## src/rtl/condicionador_botoes.sv

```systemverilog
// ---------------------------------------------------------------------------
// condicionador_botoes
// Conditions the raw button pins for the LED-matrix puzzle controller.
// Each channel goes through polarity fix, a 2-flop synchroniser, a
// counter-based debounce and a rising-edge one-shot, so that every physical
// press yields exactly one 1-cycle pulse. It also keeps a saturating count
// of the moves played.
//
// Optional feature: define BOTOES_SERIALIZA_EN to queue simultaneous rise
// events in a pending register and issue at most one pulse per cycle. The
// lowest-index channel wins.
//
// Parameters
//   N_BOTOES        number of button channels
//   DEBOUNCE_CYCLES consecutive mismatching clocks before the level flips (>=2)
//   ACTIVE_LOW      1: raw low means pressed
// Ports
//   clk, rst        clock, asynchronous active-high reset
//   enable          1: pulses allowed; 0: pulses suppressed, tracking goes on
//   clr_jogadas     synchronous clear of jogadas (wins over that edge's pulses)
//   botoes_raw      raw asynchronous button pins
//   botoes_pulso    registered 1-cycle press pulses
//   botoes_estavel  debounced level, 1 = pressed
//   jogadas         moves counter, saturates at 255
// ---------------------------------------------------------------------------
module condicionador_botoes #(
    parameter int N_BOTOES        = 8,
    parameter int DEBOUNCE_CYCLES = 50000,
    parameter int ACTIVE_LOW      = 0
) (
    input  logic                clk,
    input  logic                rst,
    input  logic                enable,
    input  logic                clr_jogadas,
    input  logic [N_BOTOES-1:0] botoes_raw,
    output logic [N_BOTOES-1:0] botoes_pulso,
    output logic [N_BOTOES-1:0] botoes_estavel,
    output logic [7:0]          jogadas
);

    localparam int CNT_W = $clog2(DEBOUNCE_CYCLES + 1);
    localparam int PC_W  = $clog2(N_BOTOES + 1);
    localparam int SUM_W = ((PC_W > 8) ? PC_W : 8) + 1;
    localparam logic [CNT_W-1:0] CNT_LAST = CNT_W'(DEBOUNCE_CYCLES - 1);

    logic [N_BOTOES-1:0]            p;
    logic [N_BOTOES-1:0]            s1_q, s2_q;
    logic [N_BOTOES-1:0]            estavel_q, estavel_d;
    logic [N_BOTOES-1:0][CNT_W-1:0] cnt_q, cnt_d;
    logic [N_BOTOES-1:0]            pulso_q, pulso_d;
    logic [N_BOTOES-1:0]            rise;
    logic [7:0]                     jogadas_q, jogadas_d;
    logic [PC_W-1:0]                n_pulsos;
    logic [SUM_W-1:0]               soma;

    // Inversion happens ahead of the synchroniser so everything downstream
    // sees 1 = pressed.
    assign p = (ACTIVE_LOW != 0) ? ~botoes_raw : botoes_raw;

    // Debounce: count consecutive samples that disagree with the stable level;
    // any agreeing sample restarts the count.
    always_comb begin
        for (int i = 0; i < N_BOTOES; i++) begin
            cnt_d[i]     = '0;
            estavel_d[i] = estavel_q[i];
            if (s2_q[i] != estavel_q[i]) begin
                if (cnt_q[i] == CNT_LAST) estavel_d[i] = s2_q[i];
                else                      cnt_d[i]     = cnt_q[i] + CNT_W'(1);
            end
        end
    end

    // Rise event is the edge where the stable level goes 0->1, so the pulse
    // flop rises on the same edge as estavel.
    assign rise = estavel_d & ~estavel_q;

`ifdef BOTOES_SERIALIZA_EN
    logic [N_BOTOES-1:0] pending_q, pending_d;
    logic [N_BOTOES-1:0] cand, grant;

    always_comb begin
        cand  = pending_q | rise;      // re-rise on a pending channel merges
        grant = cand & (~cand + N_BOTOES'(1)); // isolate lowest set bit
        if (enable) begin
            pulso_d   = grant;
            pending_d = cand & ~grant;
        end else begin
            pulso_d   = '0;
            pending_d = '0;            // disabled: queued events are dropped
        end
    end

    always_ff @(posedge clk or posedge rst) begin
        if (rst) pending_q <= '0;
        else     pending_q <= pending_d;
    end
`else
    // Events while disabled are dropped, never deferred.
    assign pulso_d = enable ? rise : '0;
`endif

    // Moves counter: add the pulses issued on this edge, saturate at 255.
    always_comb begin
        n_pulsos = '0;
        for (int i = 0; i < N_BOTOES; i++) n_pulsos = n_pulsos + PC_W'(pulso_d[i]);
        soma = SUM_W'(jogadas_q) + SUM_W'(n_pulsos);
        if (clr_jogadas)              jogadas_d = 8'd0;
        else if (soma > SUM_W'(255))  jogadas_d = 8'hFF;
        else                          jogadas_d = soma[7:0];
    end

    always_ff @(posedge clk or posedge rst) begin
        if (rst) begin
            s1_q      <= '0;
            s2_q      <= '0;
            cnt_q     <= '0;
            estavel_q <= '0;
            pulso_q   <= '0;
            jogadas_q <= '0;
        end else begin
            s1_q      <= p;
            s2_q      <= s1_q;
            cnt_q     <= cnt_d;
            estavel_q <= estavel_d;
            pulso_q   <= pulso_d;
            jogadas_q <= jogadas_d;
        end
    end

    assign botoes_pulso   = pulso_q;
    assign botoes_estavel = estavel_q;
    assign jogadas        = jogadas_q;

endmodule

```

## config.mk

```make
export PLATFORM = sky130hd
export DESIGN_NAME = condicionador_botoes
export DESIGN_NICKNAME = d
export VERILOG_FILES = /design/src/rtl/condicionador_botoes.sv
export SDC_FILE = /design/constraint.sdc
export NUM_CORES = 1
export LEC_CHECK = 0
export BUFFER_PORTS_ARGS = -buffer_cell sky130_fd_sc_hd__buf_4
export CORE_AREA = 8 8 160 162
export DETAILED_ROUTE_END_ITERATION = 10
export DIE_AREA = 0 0 168 170
export MAX_ROUTING_LAYER = met4
export SLEW_MARGIN = 0
export SYNTH_ARGS = -nofsm -noshare
export SYNTH_HDL_FRONTEND = slang
export SYNTH_SLANG_ARGS = --single-unit
```

## constraint.sdc

```tcl
create_clock -name clk -period 6.44 [get_ports clk]
set_clock_uncertainty 0.2 [all_clocks]
set_input_delay 0.644 -clock clk [delete_from_list [all_inputs] [get_ports clk]]
set_output_delay 0.644 -clock clk [all_outputs]
set_load 0.01 [all_outputs]
```

======== Word level (Yosys, flattened, before mapping) ========
Cells that the tools add are included.
operators by class
  order comparisons ....................... 1
  bitwise logic cells ..................... 2
  muxes and demuxes ....................... 35
  $add $sub $neg .......................... 16
  equality and inequality tests ........... 16
operators with widths
  operator                                                                          count
  16-bit 2-to-1 mux                                                                 16
  16-bit by 1-bit adder with 16-bit output (second input constant)                  8
  16-bit equality test (second input constant)                                      8
  8-bit 2-to-1 mux                                                                  3
  4-bit by 1-bit adder with 4-bit output                                            4
  1-bit 2-to-1 mux                                                                  16
  8-bit by 4-bit adder with 9-bit output                                            1
  9-bit by 8-bit greater-than comparator with 1-bit output (second input constant)  1
  8-bit AND                                                                         1
  1-bit inequality test                                                             8
  8-bit inverter                                                                    1
  3-bit by 1-bit adder with 4-bit output                                            1
  2-bit by 1-bit adder with 3-bit output                                            1
  1-bit by 1-bit adder with 2-bit output                                            1
word-level totals
  register bits after elaboration ......... 168
  word-level logic and storage cells ...... 83
  output and inout port bits .............. 24

======== Depth between registers and ports, before layout ========
  depth after elaboration ................. 16
  depth in mapped cells ................... 16
  gate-level depth less buffers ........... 16

======== Worst setup path before layout ========
No wires, ideal clock.
  kind .................................... reg2reg
  from .................................... reg cnt_q[0] (netlist name)
  to ...................................... reg jogadas_q[5], in the netlist jogadas[5]
  setup time .............................. 0.133 ns
  arrival ................................. 3.976 ns
  clock period less this slack ............ 4.310 ns
  path buffers ............................ 0
  stages on the path, launching flop included .. 16
  path slack .............................. 2.130 ns
  cell sequence ........................... dfrtp_1 ha_1 nand3_1 nand4b_1 nor3_1 fa_1 inv_1 fa_1 fa_1 fa_1 inv_1 fa_1 a21o_1 a21o_1 nand2b_1 a31oi_1
between the ends
  word-level cells in the longest chain between the ends .. 16
RTL lines
  item                                                      line  text
  start: declaration                                        49    logic [N_BOTOES-1:0][CNT_W-1:0] cnt_q, cnt_d;
  start signal: assignment                                  123   cnt_q <= cnt_d;
  16-bit equality test *                                    67    if (cnt_q[i] == CNT_LAST) estavel_d[i] = s2_q[i];
  1-bit 2-to-1 mux *                                        67
  1-bit 2-to-1 mux *                                        66    if (s2_q[i] != estavel_q[i]) begin
  8-bit AND *                                               75    assign rise = estavel_d & ~estavel_q;
  8-bit 2-to-1 mux *                                        99    assign pulso_d = enable ? rise : '0;
  named net pulso_d[0]                                      50    logic [N_BOTOES-1:0] pulso_q, pulso_d;
  1-bit by 1-bit adder with 2-bit output *                  105   for (int i = 0; i < N_BOTOES; i++) n_pulsos = n_pulsos + PC_W'(pulso_d[i]);
  2-bit by 1-bit adder with 3-bit output *                  105
  3-bit by 1-bit adder with 4-bit output *                  105
  4-bit by 1-bit adder with 4-bit output * (4 in a row)     105
  8-bit by 4-bit adder with 9-bit output *                  106   soma = SUM_W'(jogadas_q) + SUM_W'(n_pulsos);
  9-bit by 8-bit greater-than comparator with 1-bit output  108   else if (soma > SUM_W'(255)) jogadas_d = 8'hFF;
  8-bit 2-to-1 mux *                                        108
  8-bit 2-to-1 mux *                                        107   if (clr_jogadas) jogadas_d = 8'd0;
  named net jogadas_d[5]                                    52    logic [7:0] jogadas_q, jogadas_d;
  end signal: assignment                                    126   jogadas_q <= jogadas_d;
  end: declaration                                          52
The timed path passes the listed nets; every way through them passes the cells marked *.

======== Final worst setup path ========
Same ends and word-level chain as after synthesis.

==> impl_metrics.csv <==
group,metric,value,unit
outcome,status,"finished clean",
grt,overflow,0,
critical_path,r2r_end,"jogadas[5]",
grt,grt_pass1_vias,5336,
yosys,ys_seq_area_share,52.8,%
floorplan,core_area,23100,um2
drt,wl_per_cell,13.8,um
yosys,synth-simple-area-share,24.4,%
layout,areaGrowthSynthToFinish,14.8,%
place,hpwl,10500,um
sta,hold_viol_final,0,
layout,layout_commonest_cell,"dfrtp_1",
grt,grt_pass1_wl,26800,um
yosys,synth.distinct_cells,50,
critical_path,cp_slowest_cell,"fa_1",
sta,period_needed,4.67,ns
critical_path,r2r_setup_slack,1.77,ns
place,portBuffers,35,
sta,worstMarginPinSlew,0.909,ns
critical_path,cp_cell_sequence,"ha_1 > nand3_1 > nand4b_1 > nor3_1 > fa_1 > inv_1 > fa_1 > fa_1 > fa_1 > inv_1 > fa_1 > a21o_1 > a21o_1 > nand2b_1 > a31oi_1",
critical_path,path_buf_inv,2,
grt,grt_max_degree,106,
drt,routed-via-count,5441,
layout,antenna_cells,0,
clock_tree,root_buffer,"clkbuf_16",
layout,fill_cells,2188,
critical_path,critical_path.endpoint,"jogadas[5]",
critical_path,cp-end-kind,"flop",
grt,antenna_found_initial,0,
clock_tree,clk_latency,0.43,ns
yosys,async_flop_share,100,%
yosys,synth_top_family_by_area,"simple AND/OR/NAND/NOR gates",
yosys,synth_compound_area_share,2.52,%
layout,drive_above_1_share,10.8,%
hold_path,hp-class,"primary input to flop",
yosys,synth_xor_area_share,13.0,%
floorplan,dieArea,28600,um2
place,post-place-ws,1.76,ns
hold_path,hold_path.startpoint,"botoes_raw[4]",
floorplan,io_pins,36,
floorplan,start_util,34.5,%
yosys,syn_inst,766,
floorplan,die_width,168,um
critical_path,cp_data_arrival_time,4.78,ns
clock_tree,tritoncts,"built",
yosys,avgSynthCellArea,10.4,um2
critical_path,crit_top_cell,"fa_1",
yosys,ys.warnings.count,0,
pwr,power.leakage,3.80,nW
clock_tree,postCtsSetupBuffers,0,
yosys,synth.area.mux_share,1.40,%
critical_path,cp_max_fo,7,
layout,final_cell_mix,"168 x dfrtp_1, 148 x nor2_1, 96 x xnor2_1",
clock_tree,cts.reportedPaths.clkPinSlew,0.07,ns
critical_path,path_depth,15,
critical_path,crit_start,"cnt_q[0]",
critical_path,startpoint_type,"flop",
pwr,ir_drop,0.173,mV
clock_tree,cts_inserted_buffers,17,
clock_tree,cts_resized,0,
sta,setup_violations,0,
critical_path,r2r_cells,15,
yosys,ys_ff_latch,168,
yosys,ys.flop_type,"dfrtp_1",
clock_tree,cts.sinks,168,
place,place_congestion,0.781,
critical_path,cp_top_family,"adder cells",
critical_path,r2r-start,"cnt_q[0]",
sta,rsz0062_at_grt,"false",
sta,slew_viol_final,0,
clock_tree,ctsLongestPathBuffers,2,
floorplan,rows,56,
clock_tree,htreeDepth,4,
drt,drt_wl_total,15400,um
yosys,synth_edf_count,0,
pwr,p_per_area,241,nW/um2
sta,fin_ws,1.77,ns
critical_path,max_stage_delay,0.52,ns
yosys,syn_nets,797,
critical_path,required,6.55,ns
drt,drc,0,
sta,max_freq,214,MHz
critical_path,critical_path_class,"flop to flop",
clock_tree,cts_hold_buffers,0,
floorplan,die_h,170,um
grt,grtUsageTotal,11.8,%
layout,finalNetCount,841,
drt,ant_nets,0,
drt,viasPerCell,4.89,
run,max-cap-violations,0,
drt,drt_first_pass_iters,7,
sta,fin_crit_sh,72.5,%
sta,slew_headroom,39.4,%
yosys,synth_adder_area_share,3.46,%
drt,drt_iter0_markers,293,
sta,setup-tns-final,0,ns
layout,utilization,39.6,%
yosys,netlist_area,7960,um2
report_power, final:
group          total, mW  switching (mW)  internal, mW
clock network       1.05           0.465         0.588
registers           1.09          0.0163          1.07
logic             0.0649          0.0454        0.0195
cells by family (layout without fill, tap and decap cells):
logic type / count (synthesis) / count (layout)
AND/OR/NAND/NOR: 381 / 381
flip-flops: 168 / 168
XOR/XNOR: 118 / 118
buffers and inverters: 45 / 102
AO/OA/AOI/OAI: 25 / 25
adder cells (fa/ha/maj): 19 / 19
multiplexers: 10 / 10
synthesized netlist by cell type, types with 8 or more instances:
master | n | area share [%]
xnor2_1 | 96 | 11
nor4b_1 | 9 | 0.99
nand2_1 | 36 | 1.7
nor2_1 | 148 | 7.0
nor4bb_1 | 8 | 1.0
a21oi_1 | 8 | 0.50
nand4_1 | 34 | 2.7
ha_1 | 14 | 2.2
nor3_1 | 29 | 1.8
dfrtp_1 | 168 | 53
mux2_2 | 9 | 1.3
and3_1 | 11 | 0.86
nor4_1 | 30 | 2.4
inv_1 | 34 | 1.6
xor2_1 | 22 | 2.4
nand3_1 | 43 | 2.7
state kept, by name, indices dropped and copies added, names as in the netlist:
| signal | count |
|---|---|
| cnt_q | 128 |
| jogadas | 8 |
| botoes_estavel | 8 |
| s2_q | 8 |
| botoes_pulso | 8 |
| s1_q | 8 |
routing by layer:
metal	vias to the layer above	global-route usage, %	wire length (um)
met3	18	2.97	496
met1	2635	15.4	7730
li1	2731	-	-
met4	0	3.84	199
met2	57	17.9	6980
met5	-	-	0
final cells by class:
class	count	area, um2	area share [%]
clock inverter	15	179	1.96
multi-input combinational	553	3560	39.0
sequential	168	4200	46.0
inverter	34	133	1.45
clock buffer	17	425	4.66
timing repair buffer	36	270	2.96
tap	290	363	3.97
worst reg2reg max path, stage by stage, from the launching register on:
cell	delay (ns)
dfrtp_1	0.39
ha_1	0.19
nand3_1	0.23
nand4b_1	0.33
nor3_1	0.35
fa_1	0.47
inv_1	0.08
fa_1	0.43
fa_1	0.52
fa_1	0.19
inv_1	0.06
fa_1	0.39
a21o_1	0.19
a21o_1	0.23
nand2b_1	0.20
a31oi_1	0.11
per-stage QoR:
step | hold WS [ns] | power, mW | instance area, um2 | instances
global route | 0.0885 | 2.29 | 9140 | 1113
finish | 0.114 | 2.21 | 9140 | 1113
global placement | 0.132 | 1.18 | 8530 | 1081
floorplan | 0.131 | 1.15 | 7960 | 766
detailed placement | 0.136 | 1.18 | 8530 | 1081
CTS | 0.0944 | 2.24 | 9140 | 1113
worst min-delay path by stage:
| stage | to | slack [ns] | cells past startpoint |
|---|---|---|---|
| 2_1_floorplan | s2_q[0] | 0.13 | 0 |
| 3_3_place_gp | s2_q[4] | 0.13 | 0 |
| 3_5_place_dp | s2_q[7] | 0.14 | 0 |
| 4_1_cts | s1_q[4] | 0.09 | 1 |
| 5_1_grt | s1_q[2] | 0.09 | 1 |
| 6_report | s1_q[4] | 0.11 | 1 |
No activity file was read; power rests on OpenSTA's default activity.
